===== src/rtl/mc_pkg.sv =====
// Shared encodings for the multi-cycle MIPS main control unit: state codes,
// opcode/funct values and the datapath select encodings that the operand
// muxes decode.
package mc_pkg;

   typedef enum logic [3:0] {
      S_IDLE   = 4'd0,
      S_FETCH  = 4'd1,
      S_DECODE = 4'd2,
      S_MEMADR = 4'd3,
      S_MEMRD  = 4'd4,
      S_MEMWB  = 4'd5,
      S_MEMWR  = 4'd6,
      S_REX    = 4'd7,
      S_RWB    = 4'd8,
      S_BEQ    = 4'd9,
      S_BNE    = 4'd10,
      S_IEX    = 4'd11,
      S_IWB    = 4'd12,
      S_JUMP   = 4'd13,
      S_HALT   = 4'd14
   } state_t;

   // Opcodes (IR[31:26])
   localparam logic [5:0] OP_RTYPE = 6'b000000;
   localparam logic [5:0] OP_J     = 6'b000010;
   localparam logic [5:0] OP_BEQ   = 6'b000100;
   localparam logic [5:0] OP_BNE   = 6'b000101;
   localparam logic [5:0] OP_ADDI  = 6'b001000;
   localparam logic [5:0] OP_ORI   = 6'b001101;
   localparam logic [5:0] OP_LW    = 6'b100011;
   localparam logic [5:0] OP_SW    = 6'b101011;

   // Function codes (IR[5:0]) that need the shift operand routing
   localparam logic [5:0] FN_SLL = 6'b000000;
   localparam logic [5:0] FN_SRL = 6'b000010;

   // Operand-A select
   localparam logic [1:0] SRCA_PC = 2'd0;
   localparam logic [1:0] SRCA_A  = 2'd1;
   localparam logic [1:0] SRCA_B  = 2'd2;

   // Operand-B select
   localparam logic [2:0] SRCB_B        = 3'd0;
   localparam logic [2:0] SRCB_FOUR     = 3'd1;
   localparam logic [2:0] SRCB_SEXT     = 3'd2;
   localparam logic [2:0] SRCB_SEXT_SH2 = 3'd3;
   localparam logic [2:0] SRCB_ZEXT     = 3'd4;
   localparam logic [2:0] SRCB_SHAMT    = 3'd5;

   // ALU operation
   localparam logic [1:0] ALU_ADD   = 2'b00;
   localparam logic [1:0] ALU_SUB   = 2'b01;
   localparam logic [1:0] ALU_FUNCT = 2'b10;
   localparam logic [1:0] ALU_OR    = 2'b11;

   // PC source
   localparam logic [1:0] PCSRC_ALU    = 2'd0;
   localparam logic [1:0] PCSRC_ALUOUT = 2'd1;
   localparam logic [1:0] PCSRC_JUMP   = 2'd2;

   // Shifts take the shamt field as operand B and rt (B reg) as operand A.
   function automatic logic is_shift(input logic [5:0] funct);
      return (funct == FN_SLL) || (funct == FN_SRL);
   endfunction

endpackage


===== src/rtl/mc_control_fsm_if.sv =====
// Control bus between the main control FSM (master) and the datapath (slave):
// instruction fields and memory handshake in, selects and strobes out.
interface mc_control_fsm_if;

   logic [5:0] opcode;
   logic [5:0] funct;
   logic       mem_ready;

   logic       pc_write;
   logic       pc_write_eq;
   logic       pc_write_ne;
   logic       iord;
   logic       mem_read;
   logic       mem_write;
   logic       ir_write;
   logic       reg_dst;
   logic       mem_to_reg;
   logic       reg_write;
   logic [1:0] alu_src_a;
   logic [2:0] alu_src_b;
   logic [1:0] alu_op;
   logic [1:0] pc_source;
   logic       halted;
   logic [3:0] state_dbg;

   modport master (
      input  opcode, funct, mem_ready,
      output pc_write, pc_write_eq, pc_write_ne, iord, mem_read, mem_write,
             ir_write, reg_dst, mem_to_reg, reg_write, alu_src_a, alu_src_b,
             alu_op, pc_source, halted, state_dbg
   );

   modport slave (
      output opcode, funct, mem_ready,
      input  pc_write, pc_write_eq, pc_write_ne, iord, mem_read, mem_write,
             ir_write, reg_dst, mem_to_reg, reg_write, alu_src_a, alu_src_b,
             alu_op, pc_source, halted, state_dbg
   );

endinterface


===== src/rtl/mc_control_fsm.sv =====
// Multi-cycle MIPS main control unit. Moore FSM stepping each instruction
// through fetch/decode/execute/memory/write-back; outputs decode the state
// register, except the FETCH-cycle IR/PC loads which also wait on mem_ready.
module mc_control_fsm
   import mc_pkg::*;
(
   input  logic               clk,
   input  logic               rst_n,
   mc_control_fsm_if.master   bus
);

   state_t state;
   state_t state_next;
   logic   run;   // low for the first edge after reset release, so IDLE lasts one cycle

   // State register and reset-release delay flag
   always_ff @(posedge clk or negedge rst_n) begin
      if (!rst_n) begin
         state <= S_IDLE;
         run   <= 1'b0;
      end else begin
         state <= state_next;
         run   <= 1'b1;
      end
   end

   // Next-state decode
   always_comb begin
      state_next = state;
      unique case (state)
         S_IDLE:   if (run) state_next = S_FETCH;
         S_FETCH:  if (bus.mem_ready) state_next = S_DECODE;
         S_DECODE: begin
            unique case (bus.opcode)
               OP_LW, OP_SW:    state_next = S_MEMADR;
               OP_RTYPE:        state_next = S_REX;
               OP_BEQ:          state_next = S_BEQ;
               OP_BNE:          state_next = S_BNE;
               OP_ADDI, OP_ORI: state_next = S_IEX;
               OP_J:            state_next = S_JUMP;
               default:         state_next = S_HALT;
            endcase
         end
         S_MEMADR: state_next = (bus.opcode == OP_SW) ? S_MEMWR : S_MEMRD;
         S_MEMRD:  if (bus.mem_ready) state_next = S_MEMWB;
         S_MEMWB:  state_next = S_FETCH;
         S_MEMWR:  if (bus.mem_ready) state_next = S_FETCH;
         S_REX:    state_next = S_RWB;
         S_RWB:    state_next = S_FETCH;
         S_BEQ:    state_next = S_FETCH;
         S_BNE:    state_next = S_FETCH;
         S_IEX:    state_next = S_IWB;
         S_IWB:    state_next = S_FETCH;
         S_JUMP:   state_next = S_FETCH;
         S_HALT:   state_next = S_HALT;
         default:  state_next = S_HALT;
      endcase
   end

   // Output decode: everything defaults to 0, each state raises only its own controls
   always_comb begin
      bus.pc_write    = 1'b0;
      bus.pc_write_eq = 1'b0;
      bus.pc_write_ne = 1'b0;
      bus.iord        = 1'b0;
      bus.mem_read    = 1'b0;
      bus.mem_write   = 1'b0;
      bus.ir_write    = 1'b0;
      bus.reg_dst     = 1'b0;
      bus.mem_to_reg  = 1'b0;
      bus.reg_write   = 1'b0;
      bus.alu_src_a   = SRCA_PC;
      bus.alu_src_b   = SRCB_B;
      bus.alu_op      = ALU_ADD;
      bus.pc_source   = PCSRC_ALU;
      bus.halted      = 1'b0;
      bus.state_dbg   = state;
      unique case (state)
         S_FETCH: begin
            bus.mem_read  = 1'b1;
            bus.alu_src_a = SRCA_PC;
            bus.alu_src_b = SRCB_FOUR;
            bus.alu_op    = ALU_ADD;
            bus.pc_source = PCSRC_ALU;
            // IR and PC load only on the cycle the instruction word arrives
            bus.ir_write  = bus.mem_ready;
            bus.pc_write  = bus.mem_ready;
         end
         S_DECODE: begin
            bus.alu_src_a = SRCA_PC;
            bus.alu_src_b = SRCB_SEXT_SH2;
         end
         S_MEMADR: begin
            bus.alu_src_a = SRCA_A;
            bus.alu_src_b = SRCB_SEXT;
            bus.alu_op    = ALU_ADD;
         end
         S_MEMRD: begin
            bus.mem_read = 1'b1;
            bus.iord     = 1'b1;
         end
         S_MEMWB: begin
            bus.reg_write  = 1'b1;
            bus.mem_to_reg = 1'b1;
            bus.reg_dst    = 1'b0;
         end
         S_MEMWR: begin
            bus.mem_write = 1'b1;
            bus.iord      = 1'b1;
         end
         S_REX: begin
            bus.alu_op = ALU_FUNCT;
            if (is_shift(bus.funct)) begin
               bus.alu_src_a = SRCA_B;
               bus.alu_src_b = SRCB_SHAMT;
            end else begin
               bus.alu_src_a = SRCA_A;
               bus.alu_src_b = SRCB_B;
            end
         end
         S_RWB: begin
            bus.reg_write  = 1'b1;
            bus.reg_dst    = 1'b1;
            bus.mem_to_reg = 1'b0;
         end
         S_BEQ, S_BNE: begin
            bus.alu_src_a   = SRCA_A;
            bus.alu_src_b   = SRCB_B;
            bus.alu_op      = ALU_SUB;
            bus.pc_source   = PCSRC_ALUOUT;
            bus.pc_write_eq = (state == S_BEQ);
            bus.pc_write_ne = (state == S_BNE);
         end
         S_IEX: begin
            bus.alu_src_a = SRCA_A;
            if (bus.opcode == OP_ORI) begin
               bus.alu_src_b = SRCB_ZEXT;
               bus.alu_op    = ALU_OR;
            end else begin
               bus.alu_src_b = SRCB_SEXT;
               bus.alu_op    = ALU_ADD;
            end
         end
         S_IWB: begin
            bus.reg_write  = 1'b1;
            bus.reg_dst    = 1'b0;
            bus.mem_to_reg = 1'b0;
         end
         S_JUMP: begin
            bus.pc_write  = 1'b1;
            bus.pc_source = PCSRC_JUMP;
         end
         S_HALT: begin
            bus.halted = 1'b1;
         end
         default: begin
            bus.state_dbg = state;
         end
      endcase
   end

endmodule

===== src/flat_wrapper.sv =====
// flat-port wrapper written by rule: the top's interface ports become plain ports
module mc_control_fsm_flat import mc_pkg::*;
  (clk, rst_n, bus_opcode, bus_funct, bus_mem_ready, bus_pc_write, bus_pc_write_eq, bus_pc_write_ne, bus_iord, bus_mem_read, bus_mem_write, bus_ir_write, bus_reg_dst, bus_mem_to_reg, bus_reg_write, bus_alu_src_a, bus_alu_src_b, bus_alu_op, bus_pc_source, bus_halted, bus_state_dbg);
  mc_control_fsm_if bus_i ();
  input  logic clk;
  input  logic rst_n;
  input wire logic [$bits(bus_i.opcode)-1:0] bus_opcode;
  input wire logic [$bits(bus_i.funct)-1:0] bus_funct;
  input wire logic [$bits(bus_i.mem_ready)-1:0] bus_mem_ready;
  output wire logic [$bits(bus_i.pc_write)-1:0] bus_pc_write;
  output wire logic [$bits(bus_i.pc_write_eq)-1:0] bus_pc_write_eq;
  output wire logic [$bits(bus_i.pc_write_ne)-1:0] bus_pc_write_ne;
  output wire logic [$bits(bus_i.iord)-1:0] bus_iord;
  output wire logic [$bits(bus_i.mem_read)-1:0] bus_mem_read;
  output wire logic [$bits(bus_i.mem_write)-1:0] bus_mem_write;
  output wire logic [$bits(bus_i.ir_write)-1:0] bus_ir_write;
  output wire logic [$bits(bus_i.reg_dst)-1:0] bus_reg_dst;
  output wire logic [$bits(bus_i.mem_to_reg)-1:0] bus_mem_to_reg;
  output wire logic [$bits(bus_i.reg_write)-1:0] bus_reg_write;
  output wire logic [$bits(bus_i.alu_src_a)-1:0] bus_alu_src_a;
  output wire logic [$bits(bus_i.alu_src_b)-1:0] bus_alu_src_b;
  output wire logic [$bits(bus_i.alu_op)-1:0] bus_alu_op;
  output wire logic [$bits(bus_i.pc_source)-1:0] bus_pc_source;
  output wire logic [$bits(bus_i.halted)-1:0] bus_halted;
  output wire logic [$bits(bus_i.state_dbg)-1:0] bus_state_dbg;
  assign bus_i.opcode = bus_opcode;
  assign bus_i.funct = bus_funct;
  assign bus_i.mem_ready = bus_mem_ready;
  assign bus_pc_write = bus_i.pc_write;
  assign bus_pc_write_eq = bus_i.pc_write_eq;
  assign bus_pc_write_ne = bus_i.pc_write_ne;
  assign bus_iord = bus_i.iord;
  assign bus_mem_read = bus_i.mem_read;
  assign bus_mem_write = bus_i.mem_write;
  assign bus_ir_write = bus_i.ir_write;
  assign bus_reg_dst = bus_i.reg_dst;
  assign bus_mem_to_reg = bus_i.mem_to_reg;
  assign bus_reg_write = bus_i.reg_write;
  assign bus_alu_src_a = bus_i.alu_src_a;
  assign bus_alu_src_b = bus_i.alu_src_b;
  assign bus_alu_op = bus_i.alu_op;
  assign bus_pc_source = bus_i.pc_source;
  assign bus_halted = bus_i.halted;
  assign bus_state_dbg = bus_i.state_dbg;
  mc_control_fsm u_core (.clk(clk), .rst_n(rst_n), .bus(bus_i));
endmodule

===== config.mk =====
export PLATFORM = sky130hd
export DESIGN_NAME = mc_control_fsm_flat
export DESIGN_NICKNAME = d
export VERILOG_FILES = /design/src/rtl/mc_pkg.sv /design/src/rtl/mc_control_fsm_if.sv /design/src/rtl/mc_control_fsm.sv /design/src/flat_wrapper.sv
export SDC_FILE = /design/constraint.sdc
export NUM_CORES = 1
export LEC_CHECK = 0
export CORE_ASPECT_RATIO = 1.1
export CORE_MARGIN = 2
export CORE_UTILIZATION = 34
export CTS_BUF_LIST = sky130_fd_sc_hd__clkbuf_4 sky130_fd_sc_hd__clkbuf_8 sky130_fd_sc_hd__clkbuf_16
export CTS_CLUSTER_DIAMETER = 60
export DETAILED_ROUTE_END_ITERATION = 12
export GPL_TIMING_DRIVEN = 0
export PLACE_DENSITY = 0.86
export REMOVE_ABC_BUFFERS = 1
export SLEW_MARGIN = 40
export SYNTH_ARGS = -nofsm -noshare
export SYNTH_HDL_FRONTEND = slang
export SYNTH_SLANG_ARGS = --single-unit

===== constraint.sdc =====
create_clock -name clk -period 1.7 [get_ports clk]
set_input_delay 0.34 -clock clk [delete_from_list [all_inputs] [get_ports clk]]
set_output_delay 0.34 -clock clk [all_outputs]
set_load 0.01 [all_outputs]

After elaboration in Yosys (flattened, before gate mapping) --
Cells that the tools add are included.
Word-level totals: register bits 5, logic and storage cells 67, bits of input ports 15, memories 0, memory bits (read-only) 0, latch bits 0, output and inout bits 24, memory bits (writable) 0
Cells by class: eq/ne operators 26, add/sub/neg operators 0, order comparisons 0, div/mod/pow operators 0, multiplexer cells 26, shifts and indexed selects 0, bitwise operators 0, reduce and logical (&&, ||, !) cells 13, $mul 0
Operators with widths (number):
- one-hot mux 4 bit (9 select lines) | 1
- equality test 4 bit, second input constant | 7
- one-hot mux 4 bit (6 select lines) | 1
- equality test 4 x 3 -> 1 bit, second input constant | 4
- 2-to-1 mux 4 bit | 4
- one-hot mux 3 bit (5 select lines) | 1
- equality test 6 x 2 -> 1 bit, second input constant | 2
- equality test 6 x 3 -> 1 bit, second input constant | 2
- equality test 6 x 4 -> 1 bit, second input constant | 2
- equality test 6 bit, second input constant | 2
- zero test 6 bit | 2
- 2-to-1 mux 1 bit | 10
- OR reduction 2 bit | 5
- equality test 4 x 2 -> 1 bit, second input constant | 2
- one-hot mux 2 bit (2 select lines) | 2
- 2-to-1 mux 2 bit | 3
- 2-to-1 mux 3 bit | 2
- inequality test 2 bit, second input constant | 3
- one-hot mux 2 bit (3 select lines) | 1
- OR reduction 6 bit | 1
- equality test 4 x 1 -> 1 bit, second input constant | 1
- zero test 4 bit | 1
- AND reduction 4 bit | 1
- OR reduction 4 bit | 1
- 4 further kinds | 4

Logic depth before layout (Yosys ltp) --
depth in word-level cells 4, gate-level depth with buffers 5, depth with buffers taken out 4

Worst setup path after synthesis --
No wires, ideal clock.
path type input-to-output, from input bus_opcode[1], to output bus_alu_op[1], cell stages on the path 4, path slack -0.112 ns, data arrival time 1.472 ns, path buffers 1, data required time 1.360 ns, cell sequence clkbuf_1 or4_4 or2_4 a21oi_2
Between the ends: longest elaborated chain between the ends 3
RTL lines:
- start, declared | RTL line flat_wrapper.sv:7 | input wire logic [$bits(bus_i.opcode)-1:0] bus_opcode;
- equality test 6 x 4 -> 1 bit | RTL line mc_control_fsm.sv:136 | if (bus.opcode == OP_ORI) begin
- 2-to-1 mux 2 bit | RTL line mc_control_fsm.sv:136
- one-hot mux 2 bit (3 select lines) | RTL line mc_control_fsm.sv:78 | unique case (state)
- end, declared | RTL line flat_wrapper.sv:22 | output wire logic [$bits(bus_i.alu_op)-1:0] bus_alu_op;
Every way passes these cells.

Final worst setup path --
from input bus_funct[4], to output bus_alu_src_b[0]
Between the ends: longest elaborated chain between the ends 4, elaborated cells between the ends (all ways) 5, classes of those cells eq/ne: 1; mux: 2; reduce/logical: 2
RTL lines:
- start, declared | RTL line flat_wrapper.sv:8 | input wire logic [$bits(bus_i.funct)-1:0] bus_funct;
- equality test 6 x 2 -> 1 bit / zero test 6 bit (equally long branches) | RTL line mc_pkg.sv:64 | return (funct == FN_SLL) || (funct == FN_SRL);
- logical OR 1 bit (*) | RTL line mc_pkg.sv:64
- 2-to-1 mux 3 bit (*) | RTL line mc_control_fsm.sv:113 | if (is_shift(bus.funct)) begin
- one-hot mux 3 bit (5 select lines) (*) | RTL line mc_control_fsm.sv:78
- end, declared | RTL line flat_wrapper.sv:21 | output wire logic [$bits(bus_i.alu_src_b)-1:0] bus_alu_src_b;
Mark *: on every way between the ends. The rest lies on a longest branch, timed or not.

==> results.sh <==
export IMPL_outcome="finished, violations left"
export IMPL_violations="negative setup slack"
export IMPL_wire_per_inst_um=17.6
export IMPL_slowest_delay_ns=0.54
export IMPL_wl_um=3410
export IMPL_hold_viol=0
export IMPL_synth_edf_count=0
export IMPL_synth_compound_area_share_pct=28.3
export IMPL_nNetsFinal=182
export IMPL_gp_congestion=0.731
export IMPL_cp_slowest_cell="or4_4"
export IMPL_hold_buffers=0
export IMPL_drtIter0Drc=75
export IMPL_end_kind="primary output"
export IMPL_clock_latency_ns=0.24
export IMPL_path_delay_family="simple AND/OR/NAND/NOR gates"
export IMPL_synthCells=110
export IMPL_synthAdderAreaFrac_pct=0
export IMPL_synth_seq_cells=5
export IMPL_die_area_sq_mm=0.00248
export IMPL_fin_worst_skew_ns=0.00114
export IMPL_grt_overflow_total=0
export IMPL_synth_area_sq_um=712
export IMPL_synthMuxAreaShare_pct=4.39
export IMPL_stdcell_area_sq_mm=0.00136
export IMPL_max_freq_mhz=502
export IMPL_cp_cell_sequence="buf_6 > or4_4 > nor2_4 > buf_6 > a31oi_1 > nor3_1 > buf_2"
export IMPL_grt_pass1_wl_um=3930
export IMPL_drv_cap=0
export IMPL_path_class="in -> out"
export IMPL_synth_xor_area_share_pct=2.46
export IMPL_layout_setup_ws_ns=-0.291
export IMPL_synthSimpleGateAreaFrac_pct=38.0
export IMPL_synth_distinct_cells=37
export IMPL_diodes=0
export IMPL_dr_pass1_iters=5
export IMPL_rsz0062_at_grt="yes"
export IMPL_core_area_sq_mm=0.00200
export IMPL_grt_max_degree=14
export IMPL_cp_common_cell="buf_6"
export IMPL_htreeDepth=1
export IMPL_vias_per_cell=6.01
export IMPL_die_w_um=47.6
export IMPL_yosysSeqAreaShare_pct=17.6
export IMPL_postPlaceCellArea_sq_mm=0.00106
export IMPL_port_buffers=37
export IMPL_start_util_pct=35.6
export IMPL_drc_errors=0
export IMPL_cts_root_buf="clkbuf_4"
export IMPL_fp_dieH_um=52.0
export IMPL_first_global_vias=881
export IMPL_hold_class="in -> async"
export IMPL_synth_area_per_cell_sq_um=6.47
export IMPL_required_ns=1.36
export IMPL_arrival_ns=1.65
export IMPL_tritoncts="yes"
export IMPL_async_reset_ff_share_pct=100
export IMPL_clock_path_buffers=2
export IMPL_period_needed_ns=1.99
export IMPL_clock_sinks=5
export IMPL_post_route_period_util_pct=117
export IMPL_ant_nets=0
export IMPL_vias=1165
export IMPL_synth_top_family_by_area="simple AND/OR/NAND/NOR gates"
export IMPL_leakage_nw=0.665
export IMPL_antenna_found_initial=0
export IMPL_power_density_mw_per_mm2=1550
export IMPL_cp_start_kind="input port"
export IMPL_slew_viol_final=0
export IMPL_setup_viol=10
export IMPL_clkTransAtPathRegs_ns=0.04
export IMPL_holdWs_ns=0.317
export IMPL_syn_to_final_growth_pct=91.2
export IMPL_critPathBufInv=3
export IMPL_num_io_pins=39
export IMPL_path_max_fanout=2
export IMPL_ys_warnings_count=0
export IMPL_dp_hpwl_um=1490
export IMPL_drive_above_1_share_pct=49.4
export IMPL_cts_buffers=3
export IMPL_std_cell_rows=17
export IMPL_postSynth_topFlopCell="dfrtp_1"
export IMPL_vdd_drop_max_mv=0.812
export IMPL_grtUsageTotal_pct=22.0
[cell usage after synthesis, drive strengths merged, types with 2 or more instances]
library cell / number / area [sq um]
nor2: 19 / 71.3
nand2: 10 / 37.5
a21oi: 9 / 52.6
clkbuf: 7 / 26.3
buf: 6 / 28.8
nand2b: 6 / 47.5
o21ai: 6 / 30.0
a31oi: 5 / 31.3
dfrtp: 5 / 125
nor3: 5 / 25.0
nor4: 4 / 25.0
nand3: 3 / 15.0
o31ai: 3 / 22.5
inv: 2 / 7.51
mux2i: 2 / 20.0
or4: 2 / 18.8
[power breakdown]
group          total [W]  leakage, nW  switching [W]  internal [W]
clock network   0.000147       0.0184      0.0000428      0.000104
logic            0.00169        0.589       0.000900      0.000793
registers       0.000266       0.0571      0.0000845      0.000181
[per-layer routing]
metal	vias to the layer above	track usage [%]	part of all wire (%)
met2	103	39.2	50
li1	504	-	-
met5	-	0	0
met3	27	4.17	10
met4	0	9.91	5.4
met1	531	23.9	34
[path summary, 6_finish.rpt]
kind,start,cells past startpoint,end,slack [ns]
max in group asynchronous,rst_n,1,u_core.bus.state_dbg[0]$_DFFE_PN0P_,1.18
setup / recovery,bus_funct[4],7,bus_alu_src_b[0],-0.29
hold / removal,rst_n,1,u_core.bus.state_dbg[3]$_DFFE_PN0P_,0.32
min in group clk,bus_opcode[2],4,u_core.bus.state_dbg[0]$_DFFE_PN0P_,0.43
setup reg to reg,u_core.bus.state_dbg[3]$_DFFE_PN0P_,6,u_core.bus.state_dbg[2]$_DFFE_PN0P_,0.10
hold reg to reg,u_core.bus.state_dbg[2]$_DFFE_PN0P_,2,u_core.bus.state_dbg[2]$_DFFE_PN0P_,0.73
[state kept, by name, summed over array words and instances, names as in the netlist]
| signal | cells |
|---|---|
| u_core.bus.state_dbg | 4 |
| u_core.run | 1 |
[cell type report]
cell class	instances	area (sq um)
Fill cell	156	638
Multi-Input combinational cell	90	622
Timing Repair Buffer	65	532
Sequential cell	5	135
Tap cell	28	35.0
Clock buffer	4	30.0
Inverter	2	7.51
[timing repair]
item	in CTS	in global routing
pin swaps	8	8
buffers inserted	17	11
setup endpoints to repair	24	17
gates resized for setup	117	43
[through the flow]
step                utilization, %  setup slack [ns]  TNS, ns  instances  total power, W
global route                  68.1            -0.300    -1.47        194         0.00222
floorplan                        -           -0.0690   -0.184         97        0.000879
finish                        68.1            -0.291    -1.09        194         0.00211
CTS                           59.3            -0.279   -0.969        183         0.00173
global placement              53.1             -1.11   -11.22        162         0.00138
detailed placement            53.1             -1.15   -11.95        162         0.00141
[cell families (layout without fill, tap and decap cells)]
logic type,count (synthesis),after routing
buffers and inverters,15,71
XOR/XNOR,2,2
AND/OR/NAND/NOR,53,53
other,1,1
flip-flops,5,5
multiplexers,3,3
AO/OA/AOI/OAI,31,31
[placed cells by master, fill, tap and decap left out, types with 2 or more instances in the layout]
cell type,n
a21oi_1,6
inv_1,2
mux2i_1,2
a21oi_2,3
buf_12,2
buf_4,19
o31ai_1,3
dfrtp_2,2
nand2_2,3
o21ai_0,5
nand2b_4,5
dlymetal6s2s_1,2
buf_2,17
dfrtp_4,2
clkdlybuf4s15_1,2
nand3_1,3
dlygate4sd2_1,9
or4_4,2
clkbuf_4,6
nand2_1,6
a31oi_1,5
clkbuf_2,2
nor2_1,16
nor2_4,2
nor3_1,4
buf_6,8
nor4_1,4
Note: power is estimated with default switching activity, not from simulation.
